<file path="config.mk">
export PLATFORM = sky130hd
export DESIGN_NAME = load_store_unit
export DESIGN_NICKNAME = d
export VERILOG_FILES = /design/src/rtl/lsu_pkg.sv /design/src/rtl/lsu_lane_align.sv /design/src/rtl/load_store_unit.sv
export SDC_FILE = /design/constraint.sdc
export NUM_CORES = 1
export LEC_CHECK = 0
export CAP_MARGIN = 20
export CORE_AREA = 4 4 163 165
export DETAILED_ROUTE_END_ITERATION = 10
export DIE_AREA = 0 0 167 169
export GPL_TIMING_DRIVEN = 0
export PLACE_DENSITY = 0.7
export RECOVER_POWER = 100
export SYNTH_ARGS = -nofsm -noshare
export SYNTH_HDL_FRONTEND = slang
export SYNTH_SLANG_ARGS = --single-unit
</file>
<file path="constraint.sdc">
create_clock -name clk -period 2.8 [get_ports clk]
set_input_delay 0.42 -clock clk [delete_from_list [all_inputs] [get_ports clk]]
set_output_delay 0.42 -clock clk [all_outputs]
set_load 0.02 [all_outputs]
</file>
<file path="src/rtl/lsu_pkg.sv">
// Shared encodings for the load/store unit: op codes, FSM states, lane widths
// and the alignment rule used when a request is accepted.
package lsu_pkg;

  localparam int BYTE_W = 8;
  localparam int HALF_W = 16;

  localparam logic [2:0] OP_LW  = 3'b000;
  localparam logic [2:0] OP_LH  = 3'b001;
  localparam logic [2:0] OP_LHU = 3'b010;
  localparam logic [2:0] OP_LB  = 3'b011;
  localparam logic [2:0] OP_LBU = 3'b100;
  localparam logic [2:0] OP_SW  = 3'b101;
  localparam logic [2:0] OP_SH  = 3'b110;
  localparam logic [2:0] OP_SB  = 3'b111;

  typedef enum logic [1:0] {IDLE, RD, WR, RESP} state_t;

  function automatic logic is_load(input logic [2:0] op);
    return (op <= OP_LBU);
  endfunction

  function automatic logic is_misaligned(input logic [2:0] op, input logic [1:0] lane);
    case (op)
      OP_LW, OP_SW:         return (lane != 2'b00);
      OP_LH, OP_LHU, OP_SH: return lane[0];
      default:              return 1'b0;
    endcase
  endfunction

endpackage

</file>
<file path="src/rtl/lsu_lane_align.sv">
// Combinational lane logic: extracts and extends a load value from a memory
// word, and merges sub-word store data into a word (little-endian lanes).
module lsu_lane_align
  import lsu_pkg::*;
#(
  parameter int DATA_W = 32
) (
  input  logic [DATA_W-1:0] i_word,
  input  logic [1:0]        i_lane,
  input  logic [2:0]        i_op,
  input  logic [DATA_W-1:0] i_wdata,
  output logic [DATA_W-1:0] o_load,
  output logic [DATA_W-1:0] o_store
);

  logic signed [BYTE_W-1:0] w_byte;
  logic signed [HALF_W-1:0] w_half;

  always_comb begin
    w_byte = i_word[{i_lane, 3'b000} +: BYTE_W];
    w_half = i_lane[1] ? i_word[DATA_W-1:HALF_W] : i_word[HALF_W-1:0];

    case (i_op)
      OP_LW:   o_load = i_word;
      OP_LH:   o_load = DATA_W'(w_half);
      OP_LHU:  o_load = {{(DATA_W-HALF_W){1'b0}}, w_half};
      OP_LB:   o_load = DATA_W'(w_byte);
      OP_LBU:  o_load = {{(DATA_W-BYTE_W){1'b0}}, w_byte};
      default: o_load = '0;
    endcase

    o_store = i_word;
    case (i_op)
      OP_SW: o_store = i_wdata;
      OP_SH: begin
        if (i_lane[1]) o_store[DATA_W-1:HALF_W] = i_wdata[HALF_W-1:0];
        else           o_store[HALF_W-1:0]      = i_wdata[HALF_W-1:0];
      end
      OP_SB:   o_store[{i_lane, 3'b000} +: BYTE_W] = i_wdata[BYTE_W-1:0];
      default: o_store = i_word;
    endcase
  end

endmodule

</file>
<file path="src/rtl/load_store_unit.sv">
// Load/store unit: adds byte/halfword access to a word-only data memory using
// read-modify-write for sub-word stores, with a request/one-cycle-response handshake.
module load_store_unit
  import lsu_pkg::*;
#(
  parameter int ADDR_W = 32,
  parameter int DATA_W = 32
) (
  input  logic              clk,
  input  logic              reset_n,
  input  logic              req_valid,
  output logic              req_ready,
  input  logic [2:0]        req_op,
  input  logic [ADDR_W-1:0] req_addr,
  input  logic [DATA_W-1:0] req_wdata,
  output logic              resp_valid,
  output logic [DATA_W-1:0] resp_rdata,
  output logic              resp_err,
  output logic              MemRead,
  output logic              MemWrite,
  output logic [ADDR_W-1:0] address,
  output logic [DATA_W-1:0] writeData,
  input  logic [DATA_W-1:0] readData
);

  state_t            r_state;
  logic [2:0]        r_op;
  logic [1:0]        r_lane;
  logic [DATA_W-1:0] r_wdata;
  logic [DATA_W-1:0] r_word_q;
  logic [DATA_W-1:0] w_word;
  logic [DATA_W-1:0] w_load;
  logic [DATA_W-1:0] w_store;

  // Results are registered at the end of RD, so use the live memory word there.
  assign w_word = (r_state == RD) ? readData : r_word_q;

  lsu_lane_align #(.DATA_W(DATA_W)) u_align (
    .i_word  (w_word),
    .i_lane  (r_lane),
    .i_op    (r_op),
    .i_wdata (r_wdata),
    .o_load  (w_load),
    .o_store (w_store)
  );

  always_ff @(posedge clk or negedge reset_n) begin
    if (!reset_n) begin
      r_state    <= IDLE;
      r_op       <= '0;
      r_lane     <= '0;
      r_wdata    <= '0;
      r_word_q   <= '0;
      req_ready  <= 1'b1;
      resp_valid <= 1'b0;
      resp_rdata <= '0;
      resp_err   <= 1'b0;
      MemRead    <= 1'b0;
      MemWrite   <= 1'b0;
      address    <= '0;
      writeData  <= '0;
    end else begin
      case (r_state)
        IDLE: begin
          if (req_valid) begin
            r_op      <= req_op;
            r_lane    <= req_addr[1:0];
            r_wdata   <= req_wdata;
            req_ready <= 1'b0;
            if (is_misaligned(req_op, req_addr[1:0])) begin
              r_state    <= RESP;
              resp_valid <= 1'b1;
              resp_err   <= 1'b1;
              resp_rdata <= '0;
            end else if (req_op == OP_SW) begin
              r_state   <= WR;
              MemWrite  <= 1'b1;
              address   <= {req_addr[ADDR_W-1:2], 2'b00};
              writeData <= req_wdata;
            end else begin
              r_state <= RD;
              MemRead <= 1'b1;
              address <= {req_addr[ADDR_W-1:2], 2'b00};
            end
          end
        end
        RD: begin
          r_word_q <= readData;
          MemRead  <= 1'b0;
          if (is_load(r_op)) begin
            r_state    <= RESP;
            resp_valid <= 1'b1;
            resp_err   <= 1'b0;
            resp_rdata <= w_load;
          end else begin
            r_state   <= WR;
            MemWrite  <= 1'b1;
            writeData <= w_store;
          end
        end
        WR: begin
          MemWrite   <= 1'b0;
          r_state    <= RESP;
          resp_valid <= 1'b1;
          resp_err   <= 1'b0;
          resp_rdata <= '0;
        end
        RESP: begin
          resp_valid <= 1'b0;
          resp_err   <= 1'b0;
          resp_rdata <= '0;
          req_ready  <= 1'b1;
          r_state    <= IDLE;
        end
        default: r_state <= IDLE;
      endcase
    end
  end

endmodule

</file>
==> Yosys cells after proc, flatten, opt, wreduce, memory -nomap -nowiden <==
Cells that the tools add are included.
{ "word_totals": {"ff_bits": 170, "wordCells": 98} }
{ "op_classes": {"n_addsub": 1, "n_lt_le_gt_ge": 1, "n_eq_ne": 21, "n_shift": 3, "n_mux": 41, "bitwise_logic": 1, "reduce_logical": 17} }
{ "ops": {"columns": ["op", "n"], "rows": [
  ["32-bit two-way mux", 8],
  ["32-bit case mux with 3 select lines", 2],
  ["32-bit case mux with 5 select lines", 1],
  ["32-bit case mux with 2 select lines", 1],
  ["16-bit two-way mux", 3],
  ["32-bit bitwise mux", 1],
  ["8-bit by 7-bit variable shift with 32-bit output, first input constant", 1],
  ["32-bit by 6-bit variable part select with 8-bit output", 1],
  ["8-bit by 7-bit variable part select with 32-bit output", 1],
  ["3-bit equality test, second input constant", 6],
  ["1-bit two-way mux", 15],
  ["2-bit != test, second input constant", 6],
  ["5-bit AND reduction", 2],
  ["3-bit by 2-bit equality test with 1-bit output, second input constant", 3],
  ["2-bit case mux with 4 select lines", 1],
  ["5-bit negator with 7-bit output", 1],
  ["3-bit by 1-bit equality test with 1-bit output, second input constant", 2],
  ["3-bit logical NOT", 2],
  ["2-bit two-way mux", 3],
  ["1-bit case mux with 2 select lines", 3],
  ["1-bit case mux with 3 select lines", 2],
  ["3-bit AND reduction", 2],
  ["2-bit nonzero test", 3],
  ["2-bit equality test, second input constant", 2],
  ["11 further kinds", 13]
]} }

==> Depth between registers and ports, before layout <==
{ "logic_depth": {"ltp_word": 8, "mapped_depth": 11, "mapped_depth_nobuf": 8} }

==> Hierarchy <==
From an unflattened synthesis, not the netlist that was laid out.
{ "hier_totals": {"hier_cells": 667, "hier_area_um2": 8584.5} }
{ "modules_own_cells": {"columns": ["mod", "n_inst", "cells_each", "area_per_inst_um2", "seq_area_each_um2"], "rows": [
  ["load_store_unit", 1, 438, 6922.9, 4255.3],
  ["lsu_lane_align", 1, 229, 1661.6, 0.0]
]} }

==> Worst setup path after synthesis <==
Ideal clock, no wire load.
{ "synth_timing": {"path_type": "register -> register", "from": "register r_lane[1]", "to": "register writeData[10]", "setup_time_ns": 0.125, "arrival_ns": 2.384, "required_time_ns": 2.675, "setup_slack_ns": 0.292, "stages_incl_launch_ff": 10, "path_buffers": 2, "period_less_slack_ns": 2.508, "path_cell_list": "dfrtp_1 buf_2 buf_2 inv_1 ha_1 and4_1 and4b_1 and2_1 a221o_1 mux2_2"} }
{ "synth_via": {"elab_chain_len": 6} }
{ "synth_lines": {"columns": ["element", "line_no", "text"], "rows": [
  ["start, declared", "load_store_unit.sv:28", "logic [1:0] r_lane;"],
  ["start signal, assigned", "load_store_unit.sv:67", "r_lane <= req_addr[1:0];"],
  ["5-bit negator with 7-bit output", "lsu_lane_align.sv:39", "OP_SB: o_store[{i_lane, 3'b000} +: BYTE_W] = i_wdata[BYTE_W-1:0];"],
  ["8-bit by 7-bit variable part select with 32-bit output / 8-bit by 7-bit variable shift with 32-bit output (equally long branches)", "lsu_lane_align.sv:39", null],
  ["32-bit bitwise mux", "lsu_lane_align.sv:39", null],
  ["32-bit case mux with 3 select lines *", "lsu_lane_align.sv:33", "case (i_op)"],
  ["32-bit two-way mux *", "load_store_unit.sv:90", "if (is_load(r_op)) begin"],
  ["32-bit case mux with 2 select lines *", "load_store_unit.sv:63", "case (r_state)"],
  ["end signal, assigned", "load_store_unit.sv:79", "writeData <= req_wdata;"],
  ["end signal, assigned", "load_store_unit.sv:98", "writeData <= w_store;"],
  ["end, declared", "load_store_unit.sv:22", "output logic [DATA_W-1:0] writeData,"]
]} }
Every way passes the cells marked *; elsewhere a longest branch is shown, timed or not. The select of a mux whose other input is x is not followed.
A chain may end at the register's enable or synchronous reset.

==> Final worst setup path <==
{ "layout_timing": {"from": "register r_state[1]", "to": "register writeData[23]"} }
{ "layout_via": {"elab_chain_len": 6} }
{ "layout_lines": {"columns": ["element", "line_no", "text"], "rows": [
  ["start, declared", "load_store_unit.sv:26", "state_t r_state;"],
  ["start signal, assigned", "load_store_unit.sv:49", "r_state <= IDLE;"],
  ["start signal, assigned", "load_store_unit.sv:71", "r_state <= RESP;"],
  ["start signal, assigned", "load_store_unit.sv:76", "r_state <= WR;"],
  ["2-bit by 1-bit equality test with 1-bit output", "load_store_unit.sv:36, load_store_unit.sv:63", null],
  ["32-bit two-way mux", null, null],
  ["32-bit bitwise mux / 16-bit two-way mux (equally long branches)", "lsu_lane_align.sv:39, lsu_lane_align.sv:36", null],
  ["32-bit case mux with 3 select lines", "lsu_lane_align.sv:33", null],
  ["32-bit two-way mux", "load_store_unit.sv:90", null],
  ["32-bit case mux with 2 select lines", "load_store_unit.sv:63", null]
]} }
Parallel ways exist; a longest one is shown, timed or not. The select of a mux whose other input is x is not followed.

==> impl_metrics.json <==
{
  "die_h_um": 169,
  "drv_cap": 0,
  "drt-total-wl_um": 29600,
  "core_area_um2": 25000,
  "required_ps": 3180,
  "power_density_nw_per_um2": 1280,
  "status": "finished, final reports clean",
  "p_sw_w": 0.00654,
  "clkPwrFrac": 0.166,
  "crit_arrival_ps": 3090,
  "overflow": 0,
  "antenna_found_initial": 0,
  "hold_viol_final": 0,
  "slew_headroom": 0.0582,
  "fillers": 2310,
  "total_power_w": 0.0150,
  "start_util": 0.346,
  "synth_cells": 732,
  "vdd_drop_max_v": 0.000424,
  "detail_route.first_pass.iterations": 5,
  "clk_latency_ps": 440,
  "synth_edf_count": 0,
  "drc_errors": 0,
  "synth_top_area_cell": "dfrtp_1",
  "path_class": "flip-flop to flip-flop",
  "cts_made_buffers": 17,
  "rows": 58,
  "p_comb_frac": 0.540,
  "final_common_cell": "dfrtp_1",
  "layout-drive-gt1-share": 0.200,
  "swShare": 0.435,
  "fin_crit_sh": 0.969,
  "grt_pass1_vias": 7258,
  "final_nets": 1064,
  "critical_path.max_fanout": 10,
  "p_int_w": 0.00850,
  "synth_warnings": 0,
  "cts_sinks": 170,
  "viasPerCell": 5.48,
  "ys_types": 61,
  "layout.cells.most_common_list": "dfrtp_1, dlygate4sd3_1, clkdlybuf4s50_1",
  "seq_area_frac_synth": 0.491,
  "finalSetupViolations": 0,
  "cts.clk_slew.worst_paths_ps": 70,
  "grt_pass1_wl_um": 44600,
  "grt_max_degree": 118,
  "dp_hpwl_um": 22800,
  "routedWlPerCell_um": 22.8,
  "finClkSkew_ps": 11.1,
  "io_pins": 203,
  "die_w_um": 167,
  "drtIter0Drc": 698,
  "regToRegSetupSlack_ps": 90,
  "fmax_ghz": 0.369,
  "syn_area_um2": 8670,
  "end_kind": "flip-flop",
  "ys_ff_latch": 170,
  "synth_ff_type": "dfrtp_1",
  "routed-via-count": 7104,
  "worst_pin_slew_ps": 1410,
  "p_seq_frac": 0.294,
  "hold_slack_ps": 387,
  "place.port_buffers": 199,
  "htreeDepth": 4,
  "cts_tree": "built",
  "areaGrowthSynthToFinish_pct": 35.6,
  "min_period_ps": 2710,
  "synth.area.top_cells": "dfrtp_1, mux2_2, mux4_2, a22o_1, nand2_1",
  "cts.path.max_buffers": 2,
  "dieArea_um2": 28200,
  "rsz0062_at_grt": "false",
  "syn_avg_cell_area_um2": 11.8,
  "hold_class": "input pin to flip-flop",
  "drv_slew": 0,
  "gp_congestion": 0.947,
  "startpoint_type": "flip-flop",
  "cts-root-buf": "clkbuf_16",
  "power_leakage_nw": 5.10,
  "synthArstFlopShare": 1.00,
  "yosysTopAreaCellShare": 0.488,
  "ant_nets": 0,
  "grt.total_usage": 0.206,
  "antenna_cells": 0
}
-- state kept, by name, summed over array words and instances (netlist names) --
name        cells
resp_rdata     32
req_ready       1
r_word_q       32
resp_valid      1
r_op            3
r_state         2
resp_err        1
writeData      32
r_lane          2
address        30
r_wdata        32
MemWrite        1
MemRead         1
-- critical path, cell delays in order, from the launching register on --
cell and delay [ps]:
dfrtp_1 400, inv_1 80, ha_1 190, buf_6 140, inv_1 60, clkbuf_1 510, clkbuf_1 600, nand2_1 120
a32oi_1 330, mux2_2 210
-- path summary, 6_finish.rpt --
check	to	start	cells past startpoint
worst min register to register	req_ready	req_ready	2
worst min-delay path	r_state[1]	req_valid	3
worst max-delay path	writeData[23]	r_state[1]	9
min in group asynchronous	resp_rdata[19]	reset_n	2
worst max register to register	writeData[23]	r_state[1]	9
max in group asynchronous	r_lane[1]	reset_n	3
-- metrics by stage --
step / utilization / TNS (ps) / area [um^2] / std cells / worst slack (ps)
2_1_floorplan: - / 0 / 8670 / 733 / 292
6_report: 0.470 / 0 / 11800 / 1296 / 86.9
4_1_cts: 0.470 / 0 / 11800 / 1297 / 2.03
5_1_grt: 0.470 / 0 / 11800 / 1296 / 10.9
3_3_place_gp: 0.442 / -1016250 / 11100 / 1262 / -5950
3_5_place_dp: 0.444 / -9250 / 11100 / 1263 / -476
-- power groups by stage --
stage	clock network [W]	logic [W]	registers [W]
after floorplan	0	0.00433	0.00510
after global placement	0	0.00819	0.00446
after detailed placement	0	0.00828	0.00450
after CTS	0.00254	0.00837	0.00446
after global routing	0.00265	0.00863	0.00457
final	0.00249	0.00813	0.00443
-- synthesized netlist by cell type, types with 16 or more instances --
cell type  instances
dfrtp_1          169
nand2_1           78
mux2_2           109
nor2_1            16
mux4_2            17
a21oi_1           26
mux2i_1           18
a22o_1            34
inv_1             27
buf_2             24
o21ai_0           25
clkbuf_1          24
a221o_1           23
-- per-layer routing --
| metal | up-vias | GRT usage | part of all wire |
|---|---|---|---|
| met5 | - | 0 | 0 |
| met4 | 0 | 0.0612 | 0.020 |
| met3 | 40 | 0.0425 | 0.075 |
| met2 | 334 | 0.330 | 0.48 |
| met1 | 3542 | 0.284 | 0.43 |
| li1 | 3188 | - | - |
-- logic make-up (layout without fill, tap and decap cells) --
logic type	count (synthesis)	after routing	synth area share
multiplexers	144	144	0.207
buffers and inverters	82	315	0.0429
other	1	2	0.000433
adder cells (fa/ha/maj)	9	9	0.0130
AO/OA/AOI/OAI	186	186	0.167
XOR/XNOR	1	1	0.00101
flip-flops	170	170	0.491
AND/OR/NAND/NOR	139	139	0.0781
-- what timing repair did --
action / CTS / global route
setup endpoints to repair: 32 / 32
gates cloned: 0 / 0
hold buffers: 1 / 0
resized for setup: 4 / 8
setup buffers: 1 / 0
endpoints found under the hold margin: 53 / 0
-- layout make-up --
type	instances	area [um^2]	share of cell area
Buffer	53	267	0.0227
Clock buffer	17	425	0.0362
Clock inverter	15	196	0.0167
Inverter	27	101	0.00862
Multi-Input combinational cell	481	4060	0.346
Sequential cell	170	4260	0.362
Tap cell	330	413	0.0351
Timing Repair Buffer	203	2040	0.173
No activity file was read; power rests on OpenSTA's default activity.
